**src/rtl/fetch_stage_if.sv**
```systemverilog
// Fetch stage bus: redirect/stall control, instruction memory port and decode-side outputs.
// master = fetch stage, slave = surrounding pipeline/memory.
interface fetch_stage_if #(parameter int IMEM_AW = 11);
  logic               isStall;
  logic               redirectEn;
  logic [31:0]        redirectPC;
  logic [IMEM_AW-1:0] imemAddr;
  logic [31:0]        imemData;
  logic [31:0]        outInst;
  logic [31:0]        outPC;
  logic [31:0]        outPCPlus4;
  logic               outValid;
  logic [1:0]         fetchState;
  logic [31:0]        stallCycles;
  logic [31:0]        bubbleCycles;

  modport master (
    input  isStall, redirectEn, redirectPC, imemData,
    output imemAddr, outInst, outPC, outPCPlus4, outValid, fetchState,
           stallCycles, bubbleCycles
  );

  modport slave (
    output isStall, redirectEn, redirectPC, imemData,
    input  imemAddr, outInst, outPC, outPCPlus4, outValid, fetchState,
           stallCycles, bubbleCycles
  );
endinterface

```
**src/rtl/fetch_stage.sv**
```systemverilog
// Instruction fetch: PC, synchronous imem request, one-entry skid for stalls, redirect bubble.
// Optional stall/bubble counters are built when FETCH_PERF_EN is defined.
module fetch_stage #(
  parameter logic [31:0] RESET_VALUE = 32'h0,
  parameter int          IMEM_AW     = 11
) (
  input  logic          clk,
  input  logic          reset,
  fetch_stage_if.master bus
);
  typedef enum logic [1:0] {BOOT = 2'd0, RUN = 2'd1, STALL = 2'd2, BUBBLE = 2'd3} state_e;

  logic [31:0] pc_q, pc_d, resp_pc_q, resp_pc_d, skid_inst_q, skid_inst_d;
  logic        resp_valid_q, resp_valid_d, skid_full_q, skid_full_d;
  state_e      state_q, state_d;
  logic        unused_ok;

  always_comb begin
    pc_d         = pc_q;
    resp_pc_d    = resp_pc_q;
    resp_valid_d = resp_valid_q;
    skid_inst_d  = skid_inst_q;
    skid_full_d  = skid_full_q;
    state_d      = state_q;
    if (bus.redirectEn) begin
      pc_d         = {bus.redirectPC[31:2], 2'b00};
      resp_valid_d = 1'b0;
      skid_full_d  = 1'b0;
      state_d      = BUBBLE;
    end else if (bus.isStall) begin
      // memory rereads pcReg while held, so capture the live response once
      if (resp_valid_q && !skid_full_q) begin
        skid_inst_d = bus.imemData;
        skid_full_d = 1'b1;
      end
      if (resp_valid_q) state_d = STALL;
    end else begin
      resp_pc_d    = pc_q;
      resp_valid_d = 1'b1;
      skid_full_d  = 1'b0;
      pc_d         = pc_q + 32'd4;
      state_d      = RUN;
    end
  end

  always_ff @(posedge clk or negedge reset) begin
    if (!reset) begin
      pc_q         <= RESET_VALUE;
      resp_pc_q    <= 32'h0;
      resp_valid_q <= 1'b0;
      skid_inst_q  <= 32'h0;
      skid_full_q  <= 1'b0;
      state_q      <= BOOT;
    end else begin
      pc_q         <= pc_d;
      resp_pc_q    <= resp_pc_d;
      resp_valid_q <= resp_valid_d;
      skid_inst_q  <= skid_inst_d;
      skid_full_q  <= skid_full_d;
      state_q      <= state_d;
    end
  end

  assign bus.imemAddr   = pc_q[IMEM_AW+1:2];
  assign bus.outInst    = skid_full_q ? skid_inst_q : bus.imemData;
  assign bus.outPC      = resp_pc_q;
  assign bus.outPCPlus4 = resp_pc_q + 32'd4;
  assign bus.outValid   = resp_valid_q;
  assign bus.fetchState = state_q;
  assign unused_ok      = ^bus.redirectPC[1:0];

`ifdef FETCH_PERF_EN
  logic [31:0] stall_cnt_q, stall_cnt_d, bubble_cnt_q, bubble_cnt_d;

  always_comb begin
    stall_cnt_d  = stall_cnt_q;
    bubble_cnt_d = bubble_cnt_q;
    if (bus.isStall && !bus.redirectEn) stall_cnt_d = stall_cnt_q + 32'd1;
    if (state_q == BUBBLE)              bubble_cnt_d = bubble_cnt_q + 32'd1;
  end

  always_ff @(posedge clk or negedge reset) begin
    if (!reset) begin
      stall_cnt_q  <= 32'h0;
      bubble_cnt_q <= 32'h0;
    end else begin
      stall_cnt_q  <= stall_cnt_d;
      bubble_cnt_q <= bubble_cnt_d;
    end
  end

  assign bus.stallCycles  = stall_cnt_q;
  assign bus.bubbleCycles = bubble_cnt_q;
`else
  assign bus.stallCycles  = 32'h0;
  assign bus.bubbleCycles = 32'h0;
`endif
endmodule

```
**src/flat_wrapper.sv**
```systemverilog
// flat-port wrapper written by rule: the top's interface ports become plain ports
module fetch_stage_flat 
#(
  parameter logic [31:0] RESET_VALUE = 32'h0,
  parameter int          IMEM_AW     = 11
)
  (clk, reset, bus_isStall, bus_redirectEn, bus_redirectPC, bus_imemData, bus_imemAddr, bus_outInst, bus_outPC, bus_outPCPlus4, bus_outValid, bus_fetchState, bus_stallCycles, bus_bubbleCycles);
  fetch_stage_if #(.IMEM_AW(IMEM_AW)) bus_i ();
  input  logic clk;
  input  logic reset;
  input wire logic [$bits(bus_i.isStall)-1:0] bus_isStall;
  input wire logic [$bits(bus_i.redirectEn)-1:0] bus_redirectEn;
  input wire logic [$bits(bus_i.redirectPC)-1:0] bus_redirectPC;
  input wire logic [$bits(bus_i.imemData)-1:0] bus_imemData;
  output wire logic [$bits(bus_i.imemAddr)-1:0] bus_imemAddr;
  output wire logic [$bits(bus_i.outInst)-1:0] bus_outInst;
  output wire logic [$bits(bus_i.outPC)-1:0] bus_outPC;
  output wire logic [$bits(bus_i.outPCPlus4)-1:0] bus_outPCPlus4;
  output wire logic [$bits(bus_i.outValid)-1:0] bus_outValid;
  output wire logic [$bits(bus_i.fetchState)-1:0] bus_fetchState;
  output wire logic [$bits(bus_i.stallCycles)-1:0] bus_stallCycles;
  output wire logic [$bits(bus_i.bubbleCycles)-1:0] bus_bubbleCycles;
  assign bus_i.isStall = bus_isStall;
  assign bus_i.redirectEn = bus_redirectEn;
  assign bus_i.redirectPC = bus_redirectPC;
  assign bus_i.imemData = bus_imemData;
  assign bus_imemAddr = bus_i.imemAddr;
  assign bus_outInst = bus_i.outInst;
  assign bus_outPC = bus_i.outPC;
  assign bus_outPCPlus4 = bus_i.outPCPlus4;
  assign bus_outValid = bus_i.outValid;
  assign bus_fetchState = bus_i.fetchState;
  assign bus_stallCycles = bus_i.stallCycles;
  assign bus_bubbleCycles = bus_i.bubbleCycles;
  fetch_stage #(.RESET_VALUE(RESET_VALUE), .IMEM_AW(IMEM_AW)) u_core (.clk(clk), .reset(reset), .bus(bus_i));
endmodule
```
**config.mk**
```make
export PLATFORM = sky130hd
export DESIGN_NAME = fetch_stage_flat
export DESIGN_NICKNAME = d
export VERILOG_FILES = /design/src/rtl/fetch_stage_if.sv /design/src/rtl/fetch_stage.sv /design/src/flat_wrapper.sv
export SDC_FILE = /design/constraint.sdc
export NUM_CORES = 1
export LEC_CHECK = 0
export ABC_AREA = 1
export CORE_AREA = 5 5 123 125
export CTS_BUF_LIST = sky130_fd_sc_hd__clkbuf_2 sky130_fd_sc_hd__clkbuf_4 sky130_fd_sc_hd__clkbuf_8
export DETAILED_ROUTE_END_ITERATION = 8
export DIE_AREA = 0 0 128 130
export PLACE_DENSITY_LB_ADDON = 0.3
export RECOVER_POWER = 100
export SLEW_MARGIN = 10
export SYNTH_ARGS = -nofsm -noshare
export SYNTH_HDL_FRONTEND = slang
export SYNTH_SLANG_ARGS = --single-unit
```
**constraint.sdc**
```tcl
create_clock -name clk -period 2.2 [get_ports clk]
set_input_delay 0.66 -clock clk [delete_from_list [all_inputs] [get_ports clk]]
set_output_delay 0.66 -clock clk [all_outputs]
set_load 0.01 [all_outputs]
```
Yosys cells after proc, flatten, opt, wreduce, memory -nomap -nowiden
Cells that the tools add are included.
{"block": "op_classes", "mux": 11, "n_reduce_logical": 4, "n_div": 0, "shifts": 0, "mul": 0, "n_lt_le_gt_ge": 0, "add_sub_neg": 2, "eq_ne": 3, "bitwise_logic": 2}
{"cell": "32-bit two-way mux", "n": 3}
{"cell": "32-bit by 3-bit adder with 32-bit output (second input constant)", "n": 2}
{"cell": "2-bit two-way mux", "n": 3}
{"cell": "3-bit by 1-bit != test with 1-bit output (second input constant)", "n": 2}
{"cell": "1-bit two-way mux", "n": 5}
{"cell": "3-bit AND reduction", "n": 1}
{"cell": "2-bit by 1-bit != test with 1-bit output (second input constant)", "n": 1}
{"cell": "1-bit NOT", "n": 2}
{"cell": "2-bit AND reduction", "n": 1}
{"cell": "1-bit logical AND", "n": 1}
{"cell": "1-bit zero test", "n": 1}
{"block": "totals", "word_cells": 28, "n_memories": 0, "output_inout_bits": 174, "ramBits": 0, "register_bits": 100, "rom_bits": 0, "inputBits": 68, "latchBits": 0}

Longest topological paths before layout
{"block": "depth", "ltp_word": 5, "depth_mapped": 10, "mapped_depth_nobuf": 10}

Worst setup path after synthesis
OpenSTA, ideal clock, no wires.
{"block": "synth_path", "kind": "flip-flop to output port", "start": "reg u_core.resp_pc_q[2] (netlist: u_core.bus.outPC[2])", "end": "out bus_outPCPlus4[14]", "t_arrival_ps": 1412, "stages_incl_launch_ff": 7, "path_slack_ps": 128, "path_buffers": 0, "t_required_ps": 1540, "path_cell_list": "dfrtp_1 > ha_1 > inv_1 > nor3_4 > inv_2 > nor2_1 > xor2_1"}
{"block": "synth_via", "elab_chain_cells": 1}
{"item": "start, declared", "line": "fetch_stage.sv:13", "rtl": "logic [31:0] pc_q, pc_d, resp_pc_q, resp_pc_d, skid_inst_q, skid_inst_d;"}
{"item": "start signal, assigned", "line": "fetch_stage.sv:56", "rtl": "resp_pc_q <= resp_pc_d;"}
{"item": "32-bit by 3-bit adder with 32-bit output", "line": "fetch_stage.sv:67", "rtl": "assign bus.outPCPlus4 = resp_pc_q + 32'd4;"}
{"item": "end, declared", "line": "flat_wrapper.sv:18", "rtl": "output wire logic [$bits(bus_i.outPCPlus4)-1:0] bus_outPCPlus4;"}
No other way between the ends.

Final worst setup path
{"block": "layout_path", "start": "reg u_core.resp_pc_q[6] (netlist: u_core.bus.outPC[6])", "end": "out bus_outPCPlus4[13]"}
The elaborated chain is that of the path after synthesis.

==> impl_metrics.env <==
export IMPL_dr_wl_met2_um=10090
export IMPL_violations="negative setup slack"
export IMPL_die_w_um=128
export IMPL_vias=6485
export IMPL_slew_headroom_pct=7.231
export IMPL_powerDensity_nw_per_um2=589.8
export IMPL_instances_no_fill=1314
export IMPL_netlist_top_cells_area="dfrtp_1 (38%), nand2_1 (13%), buf_4 (9.7%), o21ai_0 (7.3%), inv_1 (6.4%)"
export IMPL_synth_edf_count=0
export IMPL_wl_met3_um=1506
export IMPL_synth_cell_types=40
export IMPL_cap_viol_max_count=0
export IMPL_min_period_ps=2594
export IMPL_synth_area_sq_um=6294
export IMPL_clkPwrFrac_pct=22.3
export IMPL_outcome="finished with violations"
export IMPL_num_rows=43
export IMPL_synth_top_family_by_area="simple AND/OR/NAND/NOR gates"
export IMPL_cellLeakagePower_uw=0.004510
export IMPL_tightest_slew_ps=1392
export IMPL_p_sw_uw=1870
export IMPL_synthXorXnorAreaFrac_pct=3.618
export IMPL_fmax_mhz=385.5
export IMPL_hold_path_class="flip-flop to flip-flop"
export IMPL_peakVddDrop_uv=261.6
export IMPL_placedCellCount=1257
export IMPL_start_kind="flip-flop"
export IMPL_p_sw_share_pct=34.88
export IMPL_synth_simple_area_share_pct=28.67
export IMPL_combPwrFrac_pct=35.4
export IMPL_placeableCoreArea_sq_um=13770
export IMPL_p_seq_share_pct=42.3
export IMPL_gp_congestion=0.8960
export IMPL_r2r_start="u_core.pc_q[2]"
export IMPL_cp_max_fo=2
export IMPL_areaGrowthSynthToFinish_pct=44.43
export IMPL_cts_root_buf="clkbuf_8"
export IMPL_met1Wirelength_um=8170
export IMPL_critPathKind="flip-flop to output port"
export IMPL_htree_levels=3
export IMPL_skew_ps=8.274
export IMPL_yosys_area_share_adder_pct=0.3976
export IMPL_avgSynthCellArea_sq_um=7.352
export IMPL_drtIter0Drc=649
export IMPL_drive_gt1_share_pct=26.37
export IMPL_wl_per_cell_um=15.49
export IMPL_synthArstFlopShare_pct=100.0
export IMPL_firstDrtPassIters=7
export IMPL_final_cell_area_sq_um=9090
export IMPL_worstPathArrival_ps=1930
export IMPL_postLayoutSetupSlackWorst_ps=-394.2
export IMPL_cts_buffer_depth=2
export IMPL_fin_crit_sh_pct=117.9
export IMPL_rr_worst_depth=10
export IMPL_antenna_found_initial=0
export IMPL_antennaDiodeCount=0
export IMPL_ys_seq_area_share_pct=38.17
export IMPL_synth_top_area_cell="dfrtp_1"
export IMPL_vias_per_cell=4.935
export IMPL_totalWireLength_um=20360
export IMPL_synth_cells=856
export IMPL_synth_compound_area_share_pct=10.91
export IMPL_clk_pin_slew_ps=90
export IMPL_rsz0062_at_grt="true"
export IMPL_cts_buffers=9
export IMPL_hold_violations=0
export IMPL_cp_end_kind="output port"
export IMPL_r2r_end="u_core.pc_q[22]"
export IMPL_grt_first_pass_wirelength_um=30640
export IMPL_p_int_uw=3491
export IMPL_dp_hpwl_um=14110
export IMPL_layout_nets=1200
export IMPL_io_pins=242
export IMPL_start_util_pct=45.69
export IMPL_ys_warn_count=0
export IMPL_first_global_vias=6071
export IMPL_drv_slew=0
export IMPL_top_layer="met4"
export IMPL_ys_flop_type="dfrtp_1"
export IMPL_dpl_cell_area_sq_um=8494
export IMPL_drcViolationCount=0
export IMPL_ant_nets=0
export IMPL_die_area_sq_um=16640
export IMPL_r2r_slack_ps=520
export IMPL_critPathLaunch="u_core.bus.outPC[6]"
export IMPL_cts_tree="done"
export IMPL_grt_max_degree=66
export IMPL_grt_overflow=0
export IMPL_yosys_mux_area_fraction_pct=0
export IMPL_setup_violations=44
export IMPL_endpoint="bus_outPCPlus4[13]"
export IMPL_cts_sinks=96
export IMPL_dieHeight_um=130
export IMPL_ys_seq_elements=96
export IMPL_synth_top_area_share_pct=38.17
export IMPL_io_buffers=171
export IMPL_critPathRequiredTime_ps=1540
export IMPL_final_cell_mix="nand2_1 (207), inv_1 (101), buf_4 (92), dfrtp_1 (91), clkdlybuf4s50_1 (89)"
export IMPL_clock_latency_ps=370
export IMPL_post_route_util_pct=66.00
export IMPL_grt_usage_pct=22.97
export IMPL_layout_commonest_cell="nand2_1"
power groups by stage:
stage / logic [uW] / registers [uW] / clock network (uW)
after floorplan: 806 / 2300 / 0
after global placement: 1780 / 2270 / 0
after detailed placement: 1810 / 2290 / 0
after CTS: 1840 / 2250 / 1220
after global routing: 2070 / 2300 / 1290
final: 1900 / 2270 / 1200
sequential cells by signal (all words and copies together), names as in the netlist:
| register | count |
|---|---|
| u_core.bus.fetchState | 2 |
| u_core.bus.outPC | 30 |
| u_core.bus.outValid | 1 |
| u_core.pc_q | 30 |
| u_core.skid_full_q | 1 |
| u_core.skid_inst_q | 32 |
synth_stat cells (3+ instances only):
cell type	instances
nand2_1	225
a21oi_1	10
xor2_1	26
nand2_2	6
nor2_2	4
nand3_1	45
nor3_1	16
a22o_1	3
inv_2	3
o311ai_0	3
clkbuf_1	14
nor2_4	10
inv_1	107
nand3b_1	3
o211ai_1	7
o2111ai_1	5
buf_4	81
nand3_2	3
nor2_1	49
o21ai_0	92
nand4_1	14
nor3_2	4
buf_2	11
dfrtp_1	96
how the worst min path moves through the flow:
stage	startpoint	endpoint	cells after the start
after floorplan	reset	u_core.bus.fetchState[0]	0
after global placement	u_core.bus.fetchState[0]	u_core.bus.fetchState[0]	2
after detailed placement	u_core.skid_inst_q[30]	u_core.skid_inst_q[30]	2
after CTS	reset	u_core.skid_inst_q[5]	1
after global routing	u_core.skid_inst_q[30]	u_core.skid_inst_q[30]	2
final	u_core.bus.fetchState[0]	u_core.bus.fetchState[0]	2
what timing repair did:
| action | CTS | global route |
|---|---|---|
| buffers inserted | 34 | 15 |
| endpoints found under the setup margin | 63 | 44 |
| hold buffers | 0 | 0 |
| pin swaps | 42 | 45 |
| resized for setup | 321 | 84 |
worst max-delay path, cell delays in order, from the launching register on:
cell,delay [ps]
dfrtp_1,450
buf_6,150
nand2_4,60
nor2_4,160
buf_6,130
nand2_4,60
nor2_4,120
buf_6,110
xor2_1,160
buf_2,160
through the flow:
| stage | worst slack (ps) | TNS, ps | total power, uW | hold WS, ps |
|---|---|---|---|---|
| 2_1_floorplan | 128.0 | 0 | 3103 | 364.4 |
| 3_3_place_gp | -358.9 | -15900 | 4053 | 465.0 |
| 3_5_place_dp | -408.5 | -17330 | 4093 | 473.2 |
| 4_1_cts | -469.6 | -7353 | 5309 | 178.9 |
| 5_1_grt | -503.0 | -21160 | 5658 | 514.3 |
| 6_report | -394.2 | -9147 | 5361 | 491.3 |
layout make-up:
| cell class | instances | area (sq um) |
|---|---|---|
| clock inverter | 4 | 55.05 |
| tap | 180 | 225.2 |
| sequential | 96 | 2409 |
| multi-input combinational | 609 | 3337 |
| inverter | 110 | 420.4 |
| clock buffer | 11 | 145.1 |
| fill | 1153 | 4683 |
| timing repair buffer | 304 | 2499 |
metal layers:
metal / vias up / track usage [%]
met5: - / 0
met4: 0 / 8.240
met3: 52 / 4.544
met2: 295 / 37.58
met1: 3018 / 30.47
li1: 3120 / -
logic make-up after synthesis:
logic type	Yosys count
other	1
AOI/OAI and AO/OA	124
buffers and inverters	218
DFF	96
and+or+nand+nor	389
xor gates and xnor gates	26
adders and majority gates	2
Note: power is estimated with default switching activity, not from simulation.
